## config.mk

```make
export PLATFORM = sky130hd
export DESIGN_NAME = vending_ctrl_multi
export DESIGN_NICKNAME = d
export VERILOG_FILES = /design/src/rtl/vending_ctrl_multi.sv
export SDC_FILE = /design/constraint.sdc
export NUM_CORES = 1
export LEC_CHECK = 0
export ABC_AREA = 1
export CORE_UTILIZATION = 60
export DETAILED_ROUTE_END_ITERATION = 6
export HOLD_SLACK_MARGIN = 0.15
export PLACE_DENSITY_LB_ADDON = 0.08
export SLEW_MARGIN = 30
export SYNTH_ARGS = -nofsm -noshare
export SYNTH_HDL_FRONTEND = slang
export SYNTH_SLANG_ARGS = --single-unit
```

## constraint.sdc

```tcl
create_clock -name clk -period 5.11 [get_ports clk]
set_input_delay 1.022 -clock clk [delete_from_list [all_inputs] [get_ports clk]]
set_output_delay 1.022 -clock clk [all_outputs]
set_load 0.05 [all_outputs]
```

## src/rtl/vending_ctrl_multi.sv

```systemverilog
// Multi-item vending controller: coin credit accumulation, per-item stock,
// single-cycle vend pulse and a greedy change-coin stream with valid/ready.
module vending_ctrl_multi #(
    parameter int ITEMS      = 4,
    parameter int CREDIT_W   = 8,
    parameter int STOCK_W    = 4,
    parameter int INIT_STOCK = 8,
    parameter int MAX_CREDIT = 100,
    parameter logic [ITEMS*CREDIT_W-1:0] PRICES = {8'd30, 8'd25, 8'd20, 8'd15}
) (
    input  logic                     clk,
    input  logic                     rst,
    input  logic                     coin_valid,
    input  logic [1:0]               coin,
    input  logic                     sel_valid,
    input  logic [$clog2(ITEMS)-1:0] sel,
    input  logic                     cancel,
    input  logic                     restock,
    input  logic                     change_ready,
    output logic [CREDIT_W-1:0]      credit,
    output logic                     busy,
    output logic                     coin_reject,
    output logic                     sel_nack,
    output logic                     vend_valid,
    output logic [$clog2(ITEMS)-1:0] vend_item,
    output logic                     change_valid,
    output logic [1:0]               change_coin,
    output logic [ITEMS-1:0]         sold_out
);

    localparam int SEL_W = $clog2(ITEMS);
    localparam int TAB_N = 1 << SEL_W;
    localparam logic [CREDIT_W:0]   MAX_EXT  = (CREDIT_W+1)'(MAX_CREDIT);
    localparam logic [STOCK_W-1:0]  INIT_VAL = STOCK_W'(INIT_STOCK);

    typedef enum logic [1:0] {
        S_IDLE   = 2'd0,
        S_CREDIT = 2'd1,
        S_VEND   = 2'd2,
        S_CHANGE = 2'd3
    } state_t;

    state_t                state_q, state_d;
    logic [CREDIT_W-1:0]   credit_q, credit_d;
    logic                  vend_valid_q, vend_valid_d;
    logic                  coin_reject_q, coin_reject_d;
    logic                  sel_nack_q, sel_nack_d;
    logic [SEL_W-1:0]      vend_item_q, vend_item_d;
    logic                  restock_en;
    logic                  vend_en;

    logic [CREDIT_W-1:0]   price_tab [TAB_N];
    logic                  item_ok   [TAB_N];
    logic                  sel_ok;
    logic [CREDIT_W-1:0]   coin_val;
    logic [CREDIT_W:0]     credit_sum;
    logic [1:0]            chg_code;
    logic [CREDIT_W-1:0]   chg_val;

    // Lookup tables cover every encodable sel; codes >= ITEMS are never sellable.
    generate
        for (genvar gi = 0; gi < TAB_N; gi++) begin : g_tab
            if (gi < ITEMS) begin : g_real
                assign price_tab[gi] = PRICES[gi*CREDIT_W +: CREDIT_W];
                assign item_ok[gi]   = ~sold_out[gi];
            end else begin : g_none
                assign price_tab[gi] = '0;
                assign item_ok[gi]   = 1'b0;
            end
        end
    endgenerate

    generate
        for (genvar gi = 0; gi < ITEMS; gi++) begin : g_item
            logic [STOCK_W-1:0] stock_q;

            always_ff @(posedge clk) begin
                if (rst) begin
                    stock_q <= INIT_VAL;
                end else if (restock_en) begin
                    stock_q <= INIT_VAL;
                end else if (vend_en && (sel == SEL_W'(gi))) begin
                    stock_q <= stock_q - STOCK_W'(1);
                end
            end

            assign sold_out[gi] = (stock_q == '0);
        end
    endgenerate

    always_comb begin
        coin_val = '0;
        case (coin)
            2'b01:   coin_val = CREDIT_W'(5);
            2'b10:   coin_val = CREDIT_W'(10);
            2'b11:   coin_val = CREDIT_W'(20);
            default: coin_val = '0;
        endcase
    end

    assign credit_sum = {1'b0, credit_q} + {1'b0, coin_val};
    assign sel_ok     = item_ok[sel] && (credit_q >= price_tab[sel]);

    // Greedy change: largest coin not exceeding the remaining credit.
    always_comb begin
        chg_code = 2'b00;
        chg_val  = '0;
        if (credit_q >= CREDIT_W'(20)) begin
            chg_code = 2'b11;
            chg_val  = CREDIT_W'(20);
        end else if (credit_q >= CREDIT_W'(10)) begin
            chg_code = 2'b10;
            chg_val  = CREDIT_W'(10);
        end else if (credit_q >= CREDIT_W'(5)) begin
            chg_code = 2'b01;
            chg_val  = CREDIT_W'(5);
        end
    end

    always_ff @(posedge clk) begin
        if (rst) begin
            state_q       <= S_IDLE;
            credit_q      <= '0;
            vend_valid_q  <= 1'b0;
            coin_reject_q <= 1'b0;
            sel_nack_q    <= 1'b0;
            vend_item_q   <= '0;
        end else begin
            state_q       <= state_d;
            credit_q      <= credit_d;
            vend_valid_q  <= vend_valid_d;
            coin_reject_q <= coin_reject_d;
            sel_nack_q    <= sel_nack_d;
            vend_item_q   <= vend_item_d;
        end
    end

    always_comb begin
        state_d       = state_q;
        credit_d      = credit_q;
        vend_valid_d  = 1'b0;
        coin_reject_d = 1'b0;
        sel_nack_d    = 1'b0;
        vend_item_d   = vend_item_q;
        restock_en    = 1'b0;
        vend_en       = 1'b0;

        case (state_q)
            S_IDLE, S_CREDIT: begin
                restock_en = restock && (state_q == S_IDLE);
                // cancel > sel_valid > coin_valid; losers are refused outright.
                if (cancel) begin
                    coin_reject_d = coin_valid;
                    sel_nack_d    = sel_valid;
                    if (state_q == S_CREDIT) begin
                        state_d = S_CHANGE;
                    end
                end else if (sel_valid) begin
                    coin_reject_d = coin_valid;
                    if (sel_ok) begin
                        vend_en      = 1'b1;
                        vend_valid_d = 1'b1;
                        vend_item_d  = sel;
                        credit_d     = credit_q - price_tab[sel];
                        state_d      = S_VEND;
                    end else begin
                        sel_nack_d = 1'b1;
                    end
                end else if (coin_valid) begin
                    if ((coin != 2'b00) && (credit_sum <= MAX_EXT)) begin
                        credit_d = credit_sum[CREDIT_W-1:0];
                        state_d  = S_CREDIT;
                    end else begin
                        coin_reject_d = 1'b1;
                    end
                end
            end
            S_VEND: begin
                coin_reject_d = coin_valid;
                sel_nack_d    = sel_valid;
                state_d       = (credit_q != '0) ? S_CHANGE : S_IDLE;
            end
            S_CHANGE: begin
                coin_reject_d = coin_valid;
                sel_nack_d    = sel_valid;
                if (change_ready) begin
                    credit_d = credit_q - chg_val;
                    if (credit_q == chg_val) begin
                        state_d = S_IDLE;
                    end
                end
            end
            default: begin
                state_d = S_IDLE;
            end
        endcase
    end

    assign credit       = credit_q;
    assign busy         = (state_q == S_VEND) || (state_q == S_CHANGE);
    assign coin_reject  = coin_reject_q;
    assign sel_nack     = sel_nack_q;
    assign vend_valid   = vend_valid_q;
    assign vend_item    = vend_item_q;
    assign change_valid = (state_q == S_CHANGE);
    assign change_coin  = (state_q == S_CHANGE) ? chg_code : 2'b00;

endmodule

```

---- After elaboration in Yosys (flattened, before gate mapping) ----
Cells that the tools add are included.
word-level totals
  bits of input ports ..................... 11
  register bits ........................... 31
  logic and storage cells ................. 117
operators by class
  equal/unequal tests ..................... 20
  bitwise operators ....................... 6
  add/sub/neg operators ................... 7
  reduce and logical (&&, ||, !) cells .... 23
  mux-type cells .......................... 45
  $lt $le $gt $ge ......................... 6
operators with widths
  kind                                                               number
  2-to-1 mux 8 bit                                                   8
  2-to-1 mux 2 bit                                                   12
  binary-select mux 8 bit (select 2 bit)                             1
  zero test 4 bit                                                    4
  case mux 8 bit (2 select lines)                                    1
  subtractor 4 x 1 -> 4 bit, second input constant                   4
  subtractor 8 bit                                                   2
  2-to-1 mux 1 bit                                                   15
  case mux 5 bit (3 select lines)                                    1
  == test 2 bit, second input constant                               6
  inequality test 3 bit, second input constant                       4
  inequality test 4 bit, second input constant                       3
  AND reduction 6 bit                                                2
  adder 8 x 8 -> 9 bit                                               1
  less-or-equal comparator 9 x 7 -> 1 bit, second input constant     1
  == test 8 bit                                                      1
  greater-or-equal comparator 8 x 3 -> 1 bit, second input constant  1
  greater-or-equal comparator 8 x 4 -> 1 bit, second input constant  1
  greater-or-equal comparator 8 x 5 -> 1 bit, second input constant  1
  greater-or-equal comparator 8 bit                                  1
  nonzero test 8 bit                                                 1
  logical AND 1 bit                                                  7
  == test 2 x 1 -> 1 bit, second input constant                      3
  case mux 2 bit (3 select lines)                                    1
  15 further kinds                                                   25

---- Logic depth before layout (Yosys ltp) ----
Gate-level depths: netlist of run 1.
  word-level depth ........................ 11
  mapped depth ............................ 21

---- Least setup slack after synthesis of run 1 ----
OpenSTA, ideal clock, no wires.
  path type ............................... register to output
  start point ............................. register credit_q[5], in the netlist credit[5]
  end point ............................... output change_coin[0]
  arrival time ............................ 2189 ps
  path buffers ............................ 1
  stages on the path, launching flop included .. 11
  slack ................................... 1899 ps
  required time ........................... 4088 ps
  cell sequence ........................... dfxtp_1 > buf_6 > inv_1 > nand2_1 > nor2_4 > inv_1 > nor3_1 > nand2_1 > inv_1 > nor2_1 > nor2_1
between the ends
  word-level cells in the longest chain between the ends .. 5
  elaborated cells between the ends (all ways) .. 7
RTL lines
  item                                        RTL line  RTL
  from (decl)                                 44        logic [CREDIT_W-1:0] credit_q, credit_d;
  from (signal assigned)                      130       credit_q <= credit_d;
  greater-or-equal comparator 8 x 3 -> 1 bit  114       end else if (credit_q >= CREDIT_W'(5)) begin
  2-to-1 mux 1 bit                            114
  2-to-1 mux 2 bit                            111       end else if (credit_q >= CREDIT_W'(10)) begin
  2-to-1 mux 2 bit (*)                        108       if (credit_q >= CREDIT_W'(20)) begin
  2-to-1 mux 2 bit (*)                        206       assign change_coin = (state_q == S_CHANGE) ? chg_code : 2'b00;
  to (decl)                                   27        output logic [1:0] change_coin,
Every way passes the cells marked *; elsewhere a longest branch is shown, timed or not.

---- Worst setup path in the final report of run 1 ----
Same ends and word-level chain as after synthesis.

==> results of run 1 <==
## cells in the mapped netlist (2+ instances only)
library cell  instances  area [um^2]
nand4_1              19          119
nand3_4               2         35.0
nand3_2               2         20.0
inv_2                 3         11.3
o21ai_1               2         10.0
ha_1                 24          300
a21oi_2               2         17.5
dfxtp_1              31          621
clkbuf_1              6         22.5
nand2_1             119          447
xnor2_1               2         17.5
nor3_1                4         20.0
a21oi_1              25          125
nand2_2               3         18.8
inv_1                75          282
a31oi_1               3         18.8
fa_1                  3         60.1
nand2_4               2         22.5
nand3_1              45          225
nand3b_1              3         22.5
clkinv_2              3         15.0
o21ai_0              29          145
nor2_1               40          150
o211ai_1              4         30.0
## state kept, by name, summed over array words and instances (netlist names)
signal          count
credit              8
vend_item           2
sel_nack            1
vend_valid          1
coin_reject         1
g_item.stock_q     16
state_q             2
## worst reg2reg max path, stage by stage, from the launching register on
cell	delay (ns)
dfxtp_1	0.43
inv_1	0.22
nand2_1	0.17
nor2_4	0.17
inv_1	0.06
nor3_1	0.30
nand2_1	0.08
inv_1	0.08
nor2_1	0.05
ha_1	0.37
nand2_1	0.10
inv_1	0.05
o21ai_0	0.33
nand3_1	0.16
o21ai_0	0.17
nand3_1	0.10
nand2_1	0.08
nand4_1	0.09
nand2_1	0.09
nor2_1	0.04
## cell families after synthesis
kind of cell,count (synthesis),synth area share [%]
DFF,31,21.9
and+or+nand+nor,244,39.7
xor gates and xnor gates,3,0.927
AOI/OAI and AO/OA,66,12.5
buffers and inverters,90,12.3
adders and majority gates,27,12.7
## worst min path at each step
stage | startpoint | end | slack, ns | cells after the start
6_report | g_item[3].stock_q[0] | g_item[3].stock_q[0] | 0.47 | 2
5_1_grt | g_item[3].stock_q[0] | g_item[3].stock_q[0] | 0.48 | 2
4_1_cts | g_item[3].stock_q[0] | g_item[3].stock_q[0] | 0.47 | 2
3_5_place_dp | g_item[3].stock_q[0] | g_item[3].stock_q[0] | 0.46 | 2
3_3_place_gp | g_item[0].stock_q[3] | g_item[0].stock_q[3] | 0.44 | 2
2_1_floorplan | g_item[0].stock_q[3] | g_item[0].stock_q[3] | 0.43 | 2
## cell type report
cell class | instances | area [um^2]
multi-input combinational | 340 | 1870
fill | 396 | 1140
sequential | 31 | 621
timing repair buffer | 32 | 318
inverter | 82 | 312
clock buffer | 6 | 82.6
tap | 52 | 65.1
clock inverter | 2 | 35.0
## layer usage
layer	up-vias	wire length (um)	global-route usage, %
met5	-	0	0
li1	1556	-	-
met2	112	3020	46.3
met1	1340	3440	41.2
met4	0	72	7.78
met3	10	481	5.41
## power by group
part / internal (uW) / switching, uW / total (uW)
Sequential: 270 / 48.7 / 318
Combinational: 287 / 533 / 819
Clock: 158 / 89.5 / 247
Total: 714 / 671 / 1380
## metrics by stage
stage,hold slack [ns],setup slack (ns)
floorplan,0.429,1.90
global placement,0.440,1.25
detailed placement,0.456,1.10
CTS,0.466,1.35
global route,0.485,1.04
finish,0.470,1.35
==> results.yml, run 1 <==
floorplan:
  die-area_um2: 5010
  start_util_pct: 63.8
  core-area_um2: 4440
  rows: 24
  die_height_um: 70.8
  die_x_um: 70.8
  io_pins: 32
drt:
  drt_first_pass_iters: 7
  wire_per_inst_um: 12.9
  avgViaCountPerCell: 5.54
  wl_mm: 7.02
  drc: 4
  vias: 3018
  ant_nets: 0
  drt-initial-drc-count: 202
job:
  max_cap_violations: 0
cells_and_area:
  final_util_pct: 74.2
  final_common_cell: "nand2_1"
  final_cell_mix: "119 x nand2_1, 75 x inv_1, 45 x nand3_1, 40 x nor2_1"
  design_area_um2: 3300
  num-nets-final: 530
  diodes: 0
  fin_cells: 545
  drive_gt1_share_pct: 6.09
  areaGrowthSynthToFinish_pct: 16.3
cts:
  cts_root_buf: "clkbuf_8"
  clkLatencyLatePin_ns: 0.28
  cts_tree: "yes"
  cts.clk_slew.worst_paths_ns: 0.07
  ctsResizeCount: 0
  clk_path_buf_depth: 2
  cts_hold_buf: 0
  clock-sinks: 31
  cts_made_buffers: 5
  cts_max_level: 2
  cts_setup_buffers: 0
logic_synthesis:
  syn-instance-count: 461
  synth_nets: 499
  synth_flop_cell: "dfxtp_1"
  seq_area_frac_synth_pct: 21.9
  yosysWarnings: 0
  synth_edf_count: 0
  ys_ff_latch: 31
  syn_area_per_cell_um2: 6.15
  ys_types: 34
  synthArstFlopShare_pct: 0
  syn_area_um2: 2840
setup_path:
  r2r_slack_ns: 1.89
  r2r_start: "credit[5]"
  r2r_end: "credit[7]"
  cp_max_fo: 11
  endpoint: "change_coin[0]"
  cp-startpoint: "credit[5]"
  slowest_stage: "clkdlybuf4s50_1"
  path_buf_inv: 4
  crit_type: "register to primary output"
  cp-start-kind: "register"
  required_ns: 4.09
  cpMostUsedCell: "inv_1"
  critical_path.cell_chain: "inv_1 -> nand2_1 -> nor2_4 -> inv_1 -> nor3_1 -> nand2_1 -> inv_1 -> nor2_1 -> nor2_1 -> clkdlybuf4s50_1"
  critPathTopFamily: "buffers and inverters"
  reg2reg_depth: 19
  cp-end-kind: "primary output"
  path_depth: 10
  critPathMaxStageDelay_ns: 0.81
  arrival_ns: 2.74
grt:
  grt_pass1_wl_mm: 12.0
  antenna_found_initial: 0
  grt.total_usage_pct: 29.3
  grt-ovfl-total: 0
  grt_max_degree: 17
  grt_pass1_vias: 2747
sta:
  final.period_utilization_pct: 73.6
  fmax_mhz: 266
  setup_viol: 0
  period_needed_ns: 3.76
  setup_tns_ns: 0
  finClkSkew_ns: 0.00626
  timing.slew.headroom_pct: 65.1
  finalHoldViolCount: 0
  tightest_slew_ns: 0.522
  slew_viol_final: 0
  rsz0062_at_grt: "false"
hold_path:
  hold_class: "register to register"
place:
  port_buffers: 31
  dp.cells: 537
  routabilityCongestion: 0.940
  placed_cell_area_um2: 3180
  hpwl_mm: 5.43
outcome:
  violations: "DRC"
  status: "complete, but fails checks"
power:
  power.total_uw: 1380
  irDropWorstVdd_uv: 379
  power_density_nw_per_um2: 420
  leakage_uw: 0.00169
Power figures use the tool's default switching activity.
==> run 2, diff against run 1 <==
CORE_UTILIZATION = 57   (was 60)
clock period = 3.86 ns   (was 5.11 ns; I/O delays follow)
==> results.yml, run 2 (same netlist as run 1, synthesis figures left out) <==
drt:
  ant_nets: 0
  vias: 3042
  wl_mm: 7.24
  drt_first_pass_iters: 6
  drc: 0
  avgViaCountPerCell: 5.40
  wire_per_inst_um: 12.9
  drt-initial-drc-count: 247
outcome:
  status: "completed"
grt:
  antenna_found_initial: 0
  grt_pass1_wl_mm: 12.0
  grt-ovfl-total: 0
  grt.total_usage_pct: 29.0
  grt_max_degree: 17
  grt_pass1_vias: 2667
floorplan:
  io_pins: 32
  rows: 25
  core-area_um2: 4750
  start_util_pct: 59.7
  die_height_um: 72.5
  die_x_um: 72.5
  die-area_um2: 5260
power:
  p_int_uw: 949
  pwr-share-seq_pct: 22.5
  clock_power_share_pct: 17.7
  p_sw_uw: 889
  irDropWorstVdd_uv: 466
  power_density_nw_per_um2: 550
  leakage_uw: 0.00170
  combPwrFrac_pct: 59.8
  power_switching_share_pct: 48.4
cts:
  cts_setup_buffers: 0
  clkLatencyLatePin_ns: 0.28
  cts_max_level: 2
  cts_hold_buf: 0
  clock-sinks: 31
  cts_tree: "yes"
  cts_made_buffers: 5
  clk_path_buf_depth: 2
  cts.clk_slew.worst_paths_ns: 0.07
  cts_root_buf: "clkbuf_8"
  ctsResizeCount: 0
cells_and_area:
  drive_gt1_share_pct: 6.65
  nFillCells: 493
  multiInputGateArea_um2: 1870
  diodes: 0
  num-nets-final: 533
  largest_reg_flops: 16
  final_cell_mix: "119 x nand2_1, 75 x inv_1, 45 x nand3_1, 40 x nor2_1"
  final_util_pct: 70.3
  top_register: "g_item.stock_q"
  final_common_cell: "nand2_1"
  fin_cells: 563
  areaGrowthSynthToFinish_pct: 17.8
  regArea_um2: 621
sta:
  period_needed_ns: 3.45
  rsz0062_at_grt: "false"
  timing.slew.headroom_pct: 64.4
  finClkSkew_ns: 0.00725
  fmax_mhz: 290
  holdWs_ns: 0.460
  setup_tns_ns: 0
  finalHoldViolCount: 0
  setup_viol: 0
  tightest_slew_ns: 0.533
  slew_viol_final: 0
  final.period_utilization_pct: 89.4
setup_path:
  crit_type: "register to primary output"
  critPathMaxStageDelay_ns: 0.81
  arrival_ns: 2.68
  cpMostUsedCell: "inv_1"
  path_buf_inv: 4
  cp_max_fo: 7
  cp-end-kind: "primary output"
  critPathTopFamily: "buffers and inverters"
  cp-start-kind: "register"
  required_ns: 3.09
  slowest_stage: "clkdlybuf4s50_1"
  critical_path.cell_chain: "inv_1 -> nand2_1 -> nor2_4 -> inv_1 -> nor3_1 -> nand2_1 -> inv_1 -> nor2_1 -> nor2_1 -> clkdlybuf4s50_1"
hold_path:
  hold_class: "register to register"
place:
  port_buffers: 31
  dp.cells: 555
  routabilityCongestion: 0.969
  hpwl_mm: 5.64
job:
  max_cap_violations: 0
## run 2: power by group through the flow
| stage | clock network, uW | registers [uW] | logic [uW] |
|---|---|---|---|
| final | 326 | 413 | 1100 |
| after global routing | 344 | 417 | 1220 |
| after detailed placement | 0 | 418 | 1080 |
| after global placement | 0 | 418 | 1070 |
| after floorplan | 0 | 490 | 743 |
| after CTS | 329 | 411 | 1080 |
## run 2: metal layers
layer  GRT usage, %  up-vias  share of wire [%]
met5              0        -                  0
li1               -     1563                  -
met2           45.0      107                 43
met4           6.97        0                1.5
met3           5.97       13                5.9
met1           41.1     1359                 49
## run 2: metrics by stage
step           area [um^2]  worst slack [ns]  power [uW]
2_1_floorplan         2840             0.899        1230
3_3_place_gp          3220             0.309        1490
3_5_place_dp          3220             0.164        1500
4_1_cts               3340             0.409        1820
5_1_grt               3340             0.134        1980
6_report              3340             0.410        1840
## run 2: area by class of cell
class / instances / area share, %
multi-input cells: 340 / 55.9
flip-flops and latches: 31 / 18.6
repair buffers: 35 / 10.2
inverters: 82 / 9.33
well taps: 67 / 2.51
clock buffers: 6 / 2.47
clock inverters: 2 / 1.05
## run 2: worst register-to-register path, cell delays in order, from the launching register on
cell     delay [ns]
dfxtp_1        0.39
inv_1          0.22
nand2_1        0.17
nor2_4         0.16
inv_1          0.05
nor3_1         0.27
nand2_1        0.08
inv_1          0.08
nor2_1         0.06
ha_1           0.36
nand2_1        0.09
inv_1          0.05
o21ai_0        0.37
nand3_1        0.15
o21ai_0        0.18
nand3_1        0.11
nand2_1        0.08
nand4_1        0.09
nand2_1        0.09
nor2_1         0.04
## run 2: path summary, 6_finish.rpt
kind / startpoint / to / slack (ns) / cells past startpoint
setup / recovery: credit[6] / change_coin[0] / 0.41 / 10
hold / removal: g_item[0].stock_q[3] / g_item[0].stock_q[3] / 0.46 / 2
setup reg to reg: credit[6] / credit[7] / 0.67 / 19
hold reg to reg: g_item[0].stock_q[3] / g_item[0].stock_q[3] / 0.46 / 2
